==> src/rtl/uart_pkg.sv <==
// Shared definitions for the UART receiver: data width, bit-period width,
// the receive state encoding and the parity helper.
// Build option: UART_RX_PARITY_EN adds the PARITY state and parity checking.
package uart_pkg;

  localparam int unsigned DATA_BITS = 8;
  localparam int unsigned BP_W      = 19;
  localparam int unsigned IDX_W     = $clog2(DATA_BITS);

`ifdef UART_RX_PARITY_EN
  typedef enum logic [2:0] {
    IDLE,
    START,
    DATA,
    PARITY,
    STOP
  } rx_state_e;

  // 1 when the received parity bit disagrees with the selected sense.
  function automatic logic parity_mismatch(input logic [DATA_BITS-1:0] data,
                                           input logic                 par_bit,
                                           input logic                 odd);
    logic x;
    x = (^data) ^ par_bit;
    return odd ? ~x : x;
  endfunction
`else
  typedef enum logic [2:0] {
    IDLE,
    START,
    DATA,
    STOP
  } rx_state_e;
`endif

endpackage

==> src/rtl/rx_bit_timer.sv <==
// Bit timer for the UART receiver: counts clock cycles within the current
// bit and pulses tick at mid-start (half period) or after a full period.
module rx_bit_timer
  import uart_pkg::*;
(
  input  logic            clk_i,
  input  logic            rst_i,
  input  logic            active_i,
  input  logic            half_i,
  input  logic [BP_W-1:0] bit_period_i,
  output logic            tick_o
);

  logic [BP_W-1:0] cnt_q;
  logic [BP_W-1:0] cnt_d;
  logic [BP_W-1:0] target;

  // Half a period to reach mid start bit, full periods afterwards.
  always_comb begin
    target = half_i ? (bit_period_i >> 1) : bit_period_i;
  end

  assign tick_o = active_i && (cnt_q == target);

  // Counter restarts from zero when idle or at every tick.
  always_comb begin
    cnt_d = cnt_q + BP_W'(1);
    if (!active_i || tick_o) begin
      cnt_d = '0;
    end
  end

  // Counter register.
  always_ff @(posedge clk_i or posedge rst_i) begin
    if (rst_i) begin
      cnt_q <= '0;
    end else begin
      cnt_q <= cnt_d;
    end
  end

endmodule

==> src/rtl/uart_rx.sv <==
// UART receiver: 8 data bits LSB first, optional parity, one stop bit.
// Reports framing, parity and overrun errors alongside each received byte.
// Build option: UART_RX_PARITY_EN enables the parity bit and parity_err.
module uart_rx
  import uart_pkg::*;
#(
  parameter int unsigned SYNC_STAGES = 2
) (
  input  logic                 clock,
  input  logic                 reset,
  input  logic                 rx,
  input  logic [BP_W-1:0]      bit_period,
  input  logic [1:0]           parity_sel,
  input  logic                 rd_strobe,
  output logic [DATA_BITS-1:0] data_out,
  output logic                 rx_ready,
  output logic                 framing_err,
  output logic                 parity_err,
  output logic                 overrun_err
);

  logic [SYNC_STAGES-1:0] sync_q;
  logic                   rxs;

  rx_state_e              state_q;
  logic [IDX_W-1:0]       idx_q;
  logic [DATA_BITS-1:0]   shift_q;
  logic [DATA_BITS-1:0]   data_q;
  logic                   ready_q;
  logic                   framing_q;
  logic                   overrun_q;
  logic                   wait_high_q;
  logic                   bit_tick;

`ifdef UART_RX_PARITY_EN
  logic                   par_en_q;
  logic                   par_odd_q;
  logic                   par_bad_q;
  logic                   parity_q;
`else
  logic                   unused_parity_sel;
  assign unused_parity_sel = ^parity_sel;
`endif

  // Metastability chain on the raw line; idles high out of reset.
  always_ff @(posedge clock or posedge reset) begin
    if (reset) begin
      sync_q <= '1;
    end else begin
      sync_q[0] <= rx;
      for (int unsigned i = 1; i < SYNC_STAGES; i++) begin
        sync_q[i] <= sync_q[i-1];
      end
    end
  end

  assign rxs = sync_q[SYNC_STAGES-1];

  rx_bit_timer u_timer (
    .clk_i        (clock),
    .rst_i        (reset),
    .active_i     (state_q != IDLE),
    .half_i       (state_q == START),
    .bit_period_i (bit_period),
    .tick_o       (bit_tick)
  );

  // Frame sequencing, byte assembly and status flags.
  always_ff @(posedge clock or posedge reset) begin
    if (reset) begin
      state_q     <= IDLE;
      idx_q       <= '0;
      shift_q     <= '0;
      data_q      <= '0;
      ready_q     <= 1'b0;
      framing_q   <= 1'b0;
      overrun_q   <= 1'b0;
      wait_high_q <= 1'b0;
`ifdef UART_RX_PARITY_EN
      par_en_q    <= 1'b0;
      par_odd_q   <= 1'b0;
      par_bad_q   <= 1'b0;
      parity_q    <= 1'b0;
`endif
    end else begin
      // A line that ended a frame low must return high before a new start.
      if (rxs) begin
        wait_high_q <= 1'b0;
      end

      // Consumer read; a STOP tick in the same cycle overrides below.
      if (rd_strobe) begin
        ready_q   <= 1'b0;
        framing_q <= 1'b0;
        overrun_q <= 1'b0;
`ifdef UART_RX_PARITY_EN
        parity_q  <= 1'b0;
`endif
      end

      case (state_q)
        IDLE: begin
          if (!rxs && !wait_high_q) begin
            state_q <= START;
          end
        end

        START: begin
          if (bit_tick) begin
            if (!rxs) begin
              state_q   <= DATA;
              idx_q     <= '0;
`ifdef UART_RX_PARITY_EN
              par_en_q  <= parity_sel[0];
              par_odd_q <= parity_sel[1];
              par_bad_q <= 1'b0;
`endif
            end else begin
              state_q <= IDLE;
            end
          end
        end

        DATA: begin
          if (bit_tick) begin
            shift_q[idx_q] <= rxs;
            if (idx_q == IDX_W'(DATA_BITS - 1)) begin
`ifdef UART_RX_PARITY_EN
              state_q <= par_en_q ? PARITY : STOP;
`else
              state_q <= STOP;
`endif
            end else begin
              idx_q <= idx_q + IDX_W'(1);
            end
          end
        end

`ifdef UART_RX_PARITY_EN
        PARITY: begin
          if (bit_tick) begin
            par_bad_q <= parity_mismatch(shift_q, rxs, par_odd_q);
            state_q   <= STOP;
          end
        end
`endif

        STOP: begin
          if (bit_tick) begin
            data_q      <= shift_q;
            framing_q   <= ~rxs;
            ready_q     <= 1'b1;
            overrun_q   <= ready_q & ~rd_strobe;
            wait_high_q <= ~rxs;
`ifdef UART_RX_PARITY_EN
            parity_q    <= par_en_q & par_bad_q;
`endif
            state_q     <= IDLE;
          end
        end

        default: state_q <= IDLE;
      endcase
    end
  end

  assign data_out    = data_q;
  assign rx_ready    = ready_q;
  assign framing_err = framing_q;
  assign overrun_err = overrun_q;
`ifdef UART_RX_PARITY_EN
  assign parity_err  = parity_q;
`else
  assign parity_err  = 1'b0;
`endif

endmodule
==> config.mk <==
export PLATFORM = sky130hd
export DESIGN_NAME = uart_rx
export DESIGN_NICKNAME = d
export VERILOG_FILES = /design/src/rtl/uart_pkg.sv /design/src/rtl/rx_bit_timer.sv /design/src/rtl/uart_rx.sv
export SDC_FILE = /design/constraint.sdc
export NUM_CORES = 1
export LEC_CHECK = 0
export CORE_UTILIZATION = 37
export CTS_CLUSTER_DIAMETER = 60
export DETAILED_ROUTE_END_ITERATION = 10
export PLACE_DENSITY_LB_ADDON = 0.12
export SETUP_SLACK_MARGIN = 0.3
export SYNTH_ARGS = -nofsm -noshare
export SYNTH_HDL_FRONTEND = slang
export SYNTH_SLANG_ARGS = --single-unit
==> constraint.sdc <==
create_clock -name clock -period 3 [get_ports clock]
set_input_delay 0.45 -clock clock [delete_from_list [all_inputs] [get_ports clock]]
set_output_delay 0.45 -clock clock [all_outputs]
set_load 0.02 [all_outputs]
* After elaboration in Yosys (flattened, before gate mapping)
Cells that the tools add are included.
** Cells by class
- Magnitude comparators :: 2
- Eq/ne operators :: 12
- Reduce and logical (&&, ||, !) cells :: 14
- Muxes and demuxes :: 29
- Bitwise gates (word level) :: 3
- Add/subtract/negate cells :: 2
** Operators by type and width (number)
- 2-to-1 mux 19 bit :: 2
- 2-to-1 mux 3 bit :: 9
- adder 19 x 1 -> 19 bit, second input constant :: 1
- equality test 19 bit :: 1
- 2-to-1 mux 1 bit :: 13
- one-hot mux 3 bit (4 select lines) :: 1
- != test 2 bit, second input constant :: 5
- AND reduction 5 bit :: 2
- bitwise mux 8 bit :: 1
- equality test 3 x 2 -> 1 bit, second input constant :: 2
- one-hot mux 3 bit (2 select lines) :: 1
- < comparator 3 x 4 -> 1 bit, second input constant :: 1
- != test 2 x 1 -> 1 bit, second input constant :: 2
- AND reduction 2 bit :: 2
- adder 3 x 1 -> 3 bit, second input constant :: 1
- demux 1 bit (select 3 bit) :: 1
- equality test 3 x 1 -> 1 bit, second input constant :: 1
- equality test 3 bit, second input constant :: 1
- greater-or-equal comparator 3 x 1 -> 1 bit, second input constant :: 1
- logical AND 1 bit :: 3
- logical NOT 1 bit :: 3
- logical NOT 3 bit :: 1
- nonzero test 3 bit :: 1
- 2-to-1 mux 2 bit :: 1
- other kinds (4) :: 5
** Storage, ports and cells
- Input bits :: 25
- Register bits :: 47
- Output and inout port bits :: 12

* Logic depth before layout (Yosys ltp)
Gate-level depths: netlist of run 1.
- Depth in word-level cells :: 6
- Mapped depth :: 10

* Modules after synthesis
A second synthesis of run 1 with hierarchy kept.
** Unflattened totals
- Cell total of the unflattened synthesis :: 235
- Area, all modules :: 2578.7 um2
** By module, submodules not included
- rx_bit_timer :: area an instance 1398.8 um2, times used 1, sequential area each 475.5 um2, cells each 144
- uart_rx :: area an instance 1179.9 um2, times used 1, sequential area each 678.2 um2, cells each 91

* Worst setup path after synthesis of run 1
Ideal clock, no wire load.
- Path type :: register to register
- From :: register state_q[1]
- To :: register data_q[4], in the netlist data_out[4]
- Period minus slack after synthesis :: 2.727 ns
- Buffers on the path :: 2
- Cell stages (with the launch flop) :: 9
- Required time :: 2.875 ns
- Slack :: 0.273 ns
- Library setup time :: 0.125 ns
- Data arrival time :: 2.602 ns
- Cell sequence :: dfrtp_1 > nand2b_1 > clkbuf_1 > nor4b_1 > o32ai_1 > or4_1 > buf_2 > nor4_4 > mux2_2
** On the way
- Longest elaborated chain between the ends :: 5
- Elaborated cells on any way between the ends :: 7
- Classes of those cells :: 3 x eq/ne; 1 x mux; 3 x reduce/logical
** Ends and longest elaborated chain
- start: declaration :: RTL line uart_rx.sv:25 : rx_state_e state_q;
- start signal: assignment :: RTL line uart_rx.sv:71 : state_q <= IDLE;
- start signal: assignment :: RTL line uart_rx.sv:104 : state_q <= START;
- start signal: assignment :: RTL line uart_rx.sv:111 : state_q <= DATA;
- equality test 3 x 1 -> 1 bit :: RTL line uart_rx.sv:63 : .half_i (state_q == START),
- 2-to-1 mux 19 bit :: RTL line rx_bit_timer.sv:20 : target = half_i ? (bit_period_i >> 1) : bit_period_i;
- equality test 19 bit :: RTL line rx_bit_timer.sv:23 : assign tick_o = active_i && (cnt_q == target);
- logical AND 1 bit :: RTL line rx_bit_timer.sv:23
- AND reduction 2 bit (no source line) (*)
- end signal: assignment :: RTL line uart_rx.sv:150 : data_q <= shift_q;
- end: declaration :: RTL line uart_rx.sv:28 : logic [DATA_BITS-1:0] data_q;
Every way passes the cells marked *; elsewhere a longest branch is shown, timed or not.
A chain may end at the register's enable or synchronous reset.

* Worst setup path in the final report of run 1
- From :: input port bit_period[10]
- To :: register data_q[4], in the netlist data_out[4]
** On the way
- Longest elaborated chain between the ends :: 4
** Ends and longest elaborated chain
- start: declaration :: RTL line uart_rx.sv:12 : input logic [BP_W-1:0] bit_period,
- 2-to-1 mux 19 bit :: RTL line rx_bit_timer.sv:20
- equality test 19 bit :: RTL line rx_bit_timer.sv:23
- logical AND 1 bit :: RTL line rx_bit_timer.sv:23
- AND reduction 2 bit (no source line)
Every way passes these cells.

==> results of run 1 <==
==> worst reg2reg max path: cells and delay by family (launching register included) <==
kind                   cells  cell delay (ps)
muxes                      1              290
and+or+nand+nor            3              690
buffers and inverters      5              800
DFF                        1              400
AOI/OAI and AO/OA          2              360
==> Yosys cell counts (3+ instances only) <==
cell type	count	area [um^2]
nor2_1	12	45.04
nor3_1	26	130.1
mux2_2	14	157.7
nand4_1	9	56.30
xnor2_1	14	122.6
buf_4	3	22.52
a211oi_1	3	22.52
xor2_1	14	122.6
dfrtp_1	44	1101
and3_1	3	18.77
a22oi_1	3	22.52
nor4_1	13	81.33
nand2_1	12	45.04
clkbuf_1	13	48.80
nand3_1	15	75.07
nand2b_1	5	31.28
buf_2	5	25.02
or4_1	3	22.52
ha_1	3	37.54
nor2b_1	8	50.05
a2111oi_0	3	26.28
mux2_1	4	45.04
mux2i_1	8	80.08
o21ai_0	3	15.01
inv_1	19	71.32
==> area by class of cell <==
cell class,count,area (um^2)
Inverter,19,71.32
Clock buffer,5,68.82
Sequential cell,46,1156
Tap cell,99,123.9
Multi-Input combinational cell,207,1709
Timing Repair Buffer,71,711.9
Fill cell,687,3407
Clock inverter,3,43.79
==> power breakdown <==
group / leakage, nW / internal [mW] / switching (mW)
Combinational: 1.04 / 0.145 / 0.142
Sequential: 0.600 / 0.653 / 0.0669
Clock: 0.0585 / 0.250 / 0.232
==> worst paths after layout <==
check,startpoint,end,slack (ps)
max in group asynchronous,reset,sync_q[1],2010
min,sync_q[0],sync_q[1],360
min in group asynchronous,reset,u_timer.cnt_q[2],400
max,bit_period[10],data_out[4],330
max reg2reg,state_q[0],data_out[4],340
min reg2reg,sync_q[0],sync_q[1],360
==> cell families (layout without fill, tap and decap cells) <==
| family | after synthesis | count (layout) | synth area share (%) |
|---|---|---|---|
| and+or+nand+nor | 116 | 117 | 23.82 |
| muxes | 26 | 26 | 10.03 |
| adders and majority gates | 3 | 3 | 1.331 |
| DFF | 46 | 46 | 40.91 |
| AOI/OAI and AO/OA | 32 | 32 | 9.140 |
| xor gates and xnor gates | 28 | 28 | 8.696 |
| buffers and inverters | 40 | 98 | 5.945 |
| other | 1 | 1 | 0.1330 |
==> flip-flops by register name, summed over array words and instances, names as in the netlist <==
name / cells
framing_err: 1
shift_q: 8
rx_ready: 1
state_q: 2
overrun_err: 1
idx_q: 3
sync_q: 2
data_out: 8
u_timer.cnt_q: 19
wait_high_q: 1
==> stage by stage <==
stage / worst slack (ps) / instances
6_report: 333.4 / 450
5_1_grt: 268.5 / 450
2_1_floorplan: 317.3 / 292
4_1_cts: 302.1 / 439
3_3_place_gp: -101.1 / 431
3_5_place_dp: -81.35 / 431
==> timing repair <==
action,4_1_cts,5_1_grt
buffers inserted,0,8
cloned,0,3
setup endpoints to repair,43,44
hold buffers,0,0
pin swaps,1,4
gates resized for setup,7,46
==> routing by layer <==
layer	GRT usage, %	vias to the layer above
li1	-	1181
met1	25.17	1190
met2	33.59	50
met3	3.786	6
met4	5.483	0
met5	0	-
==> impl_metrics.json, run 1 <==
{
  "ios": 37,
  "wl_met1_um": 3418,
  "vias": 2427,
  "ys.flop_type": "dfrtp_1",
  "rsz0062_at_grt": "true",
  "ir_worst_vdd_mv": 0.1867,
  "postSynthAreaPerCell_um2": 9.658,
  "fin_util_pct": 53.28,
  "slowest_delay_ps": 540,
  "p_leak_nw": 1.699,
  "crit_cells": 10,
  "rows": 31,
  "finalHoldViolCount": 0,
  "clk_path_buf_depth": 2,
  "crit_required_ps": 3200,
  "maxSlewHeadroom_pct": 48.11,
  "critical_path.endpoint_type": "flop",
  "synth_cells": 292,
  "netlist_area_mm2": 0.002820,
  "mappedNetlistNets": 320,
  "cp.buffers_inverters": 5,
  "cts.htree.levels": 2,
  "dieWidth_um": 89.31,
  "ff2ff_path_depth": 11,
  "critPathMaxFanout": 8,
  "yosysWarnings": 0,
  "synth_edf_count": 0,
  "hold_class": "reg -> reg",
  "finClkSkew_ps": 13.60,
  "power_mw": 1.490,
  "async_flop_share_pct": 100.0,
  "cap_violations": 0,
  "grt_max_degree": 21,
  "max_freq_mhz": 375.0,
  "setup_tns_ps": 0,
  "drt_wl_total_um": 7535,
  "overflow": 0,
  "crit_type": "in -> reg",
  "grt_pass1_wl_um": 11810,
  "fin_nets": 378,
  "clk_pin_slew_worst_paths_ps": 90,
  "dieHeight_um": 89.31,
  "hpwl_um": 5224,
  "tightest_slew_ps": 775.5,
  "wl_met2_um": 3705,
  "setup_viol": 0,
  "post-route-drc-count": 0,
  "initial_utilization_pct": 38.68,
  "power_density_mw_per_mm2": 383.5,
  "synth-seq-cells": 46,
  "layout_min_cycle_time_ps": 2667,
  "drv_slew": 0,
  "post_synth_num_cell_types": 50,
  "vias_per_cell": 5.393,
  "dr.first_iter.drc_count": 86,
  "grt_pass1_vias": 2407,
  "first_pass_iters": 4,
  "die_area_mm2": 0.007975,
  "fin_area_mm2": 0.003885,
  "clock_sinks": 46,
  "layout_common_cells": "dfrtp_1, buf_4, clkdlybuf4s50_1",
  "cts-root-buf": "clkbuf_8",
  "diodes": 0,
  "grt_use_total_pct": 19.57,
  "crit_chain": "clkdlybuf4s50_1, inv_1, o31ai_1, o32ai_1, or4_4, buf_12, nor4_4, buf_4, clkbuf_16, mux2_4",
  "hold_ws_ps": 359.7,
  "status": "finished, final reports clean",
  "ant_nets": 0,
  "holdPathStages": 0,
  "crit_family": "buffers and inverters",
  "worstSetupStartpointType": "input port",
  "mostFrequentLayoutCell": "dfrtp_1",
  "cts_buffers": 5,
  "crit_slowest_cell": "clkdlybuf4s50_1",
  "cts_tree": "done",
  "wire_per_inst_um": 16.74,
  "synth_seq_area_share_pct": 40.91,
  "drive_above_1_share_pct": 27.92,
  "coreArea_mm2": 0.007292,
  "antenna_found_initial": 0,
  "top_layer": "met4",
  "placed_area_mm2": 0.003415,
  "syn2layout_area_growth_pct": 37.76,
  "place.port_buffers": 33,
  "period_share_pct": 88.89,
  "insertion_delay_ps": 310,
  "wl_met3_um": 339,
  "globalplace.congestion": 0.8512,
  "worstPathArrival_ps": 2860
}
No activity file was read; power rests on OpenSTA's default activity.
==> inputs of run 2 (changes only) <==
Settings changed: CTS_CLUSTER_SIZE from default to 8.
==> results of run 2 <==
The final DEF is identical to that of run 1; final timing and power are the same.
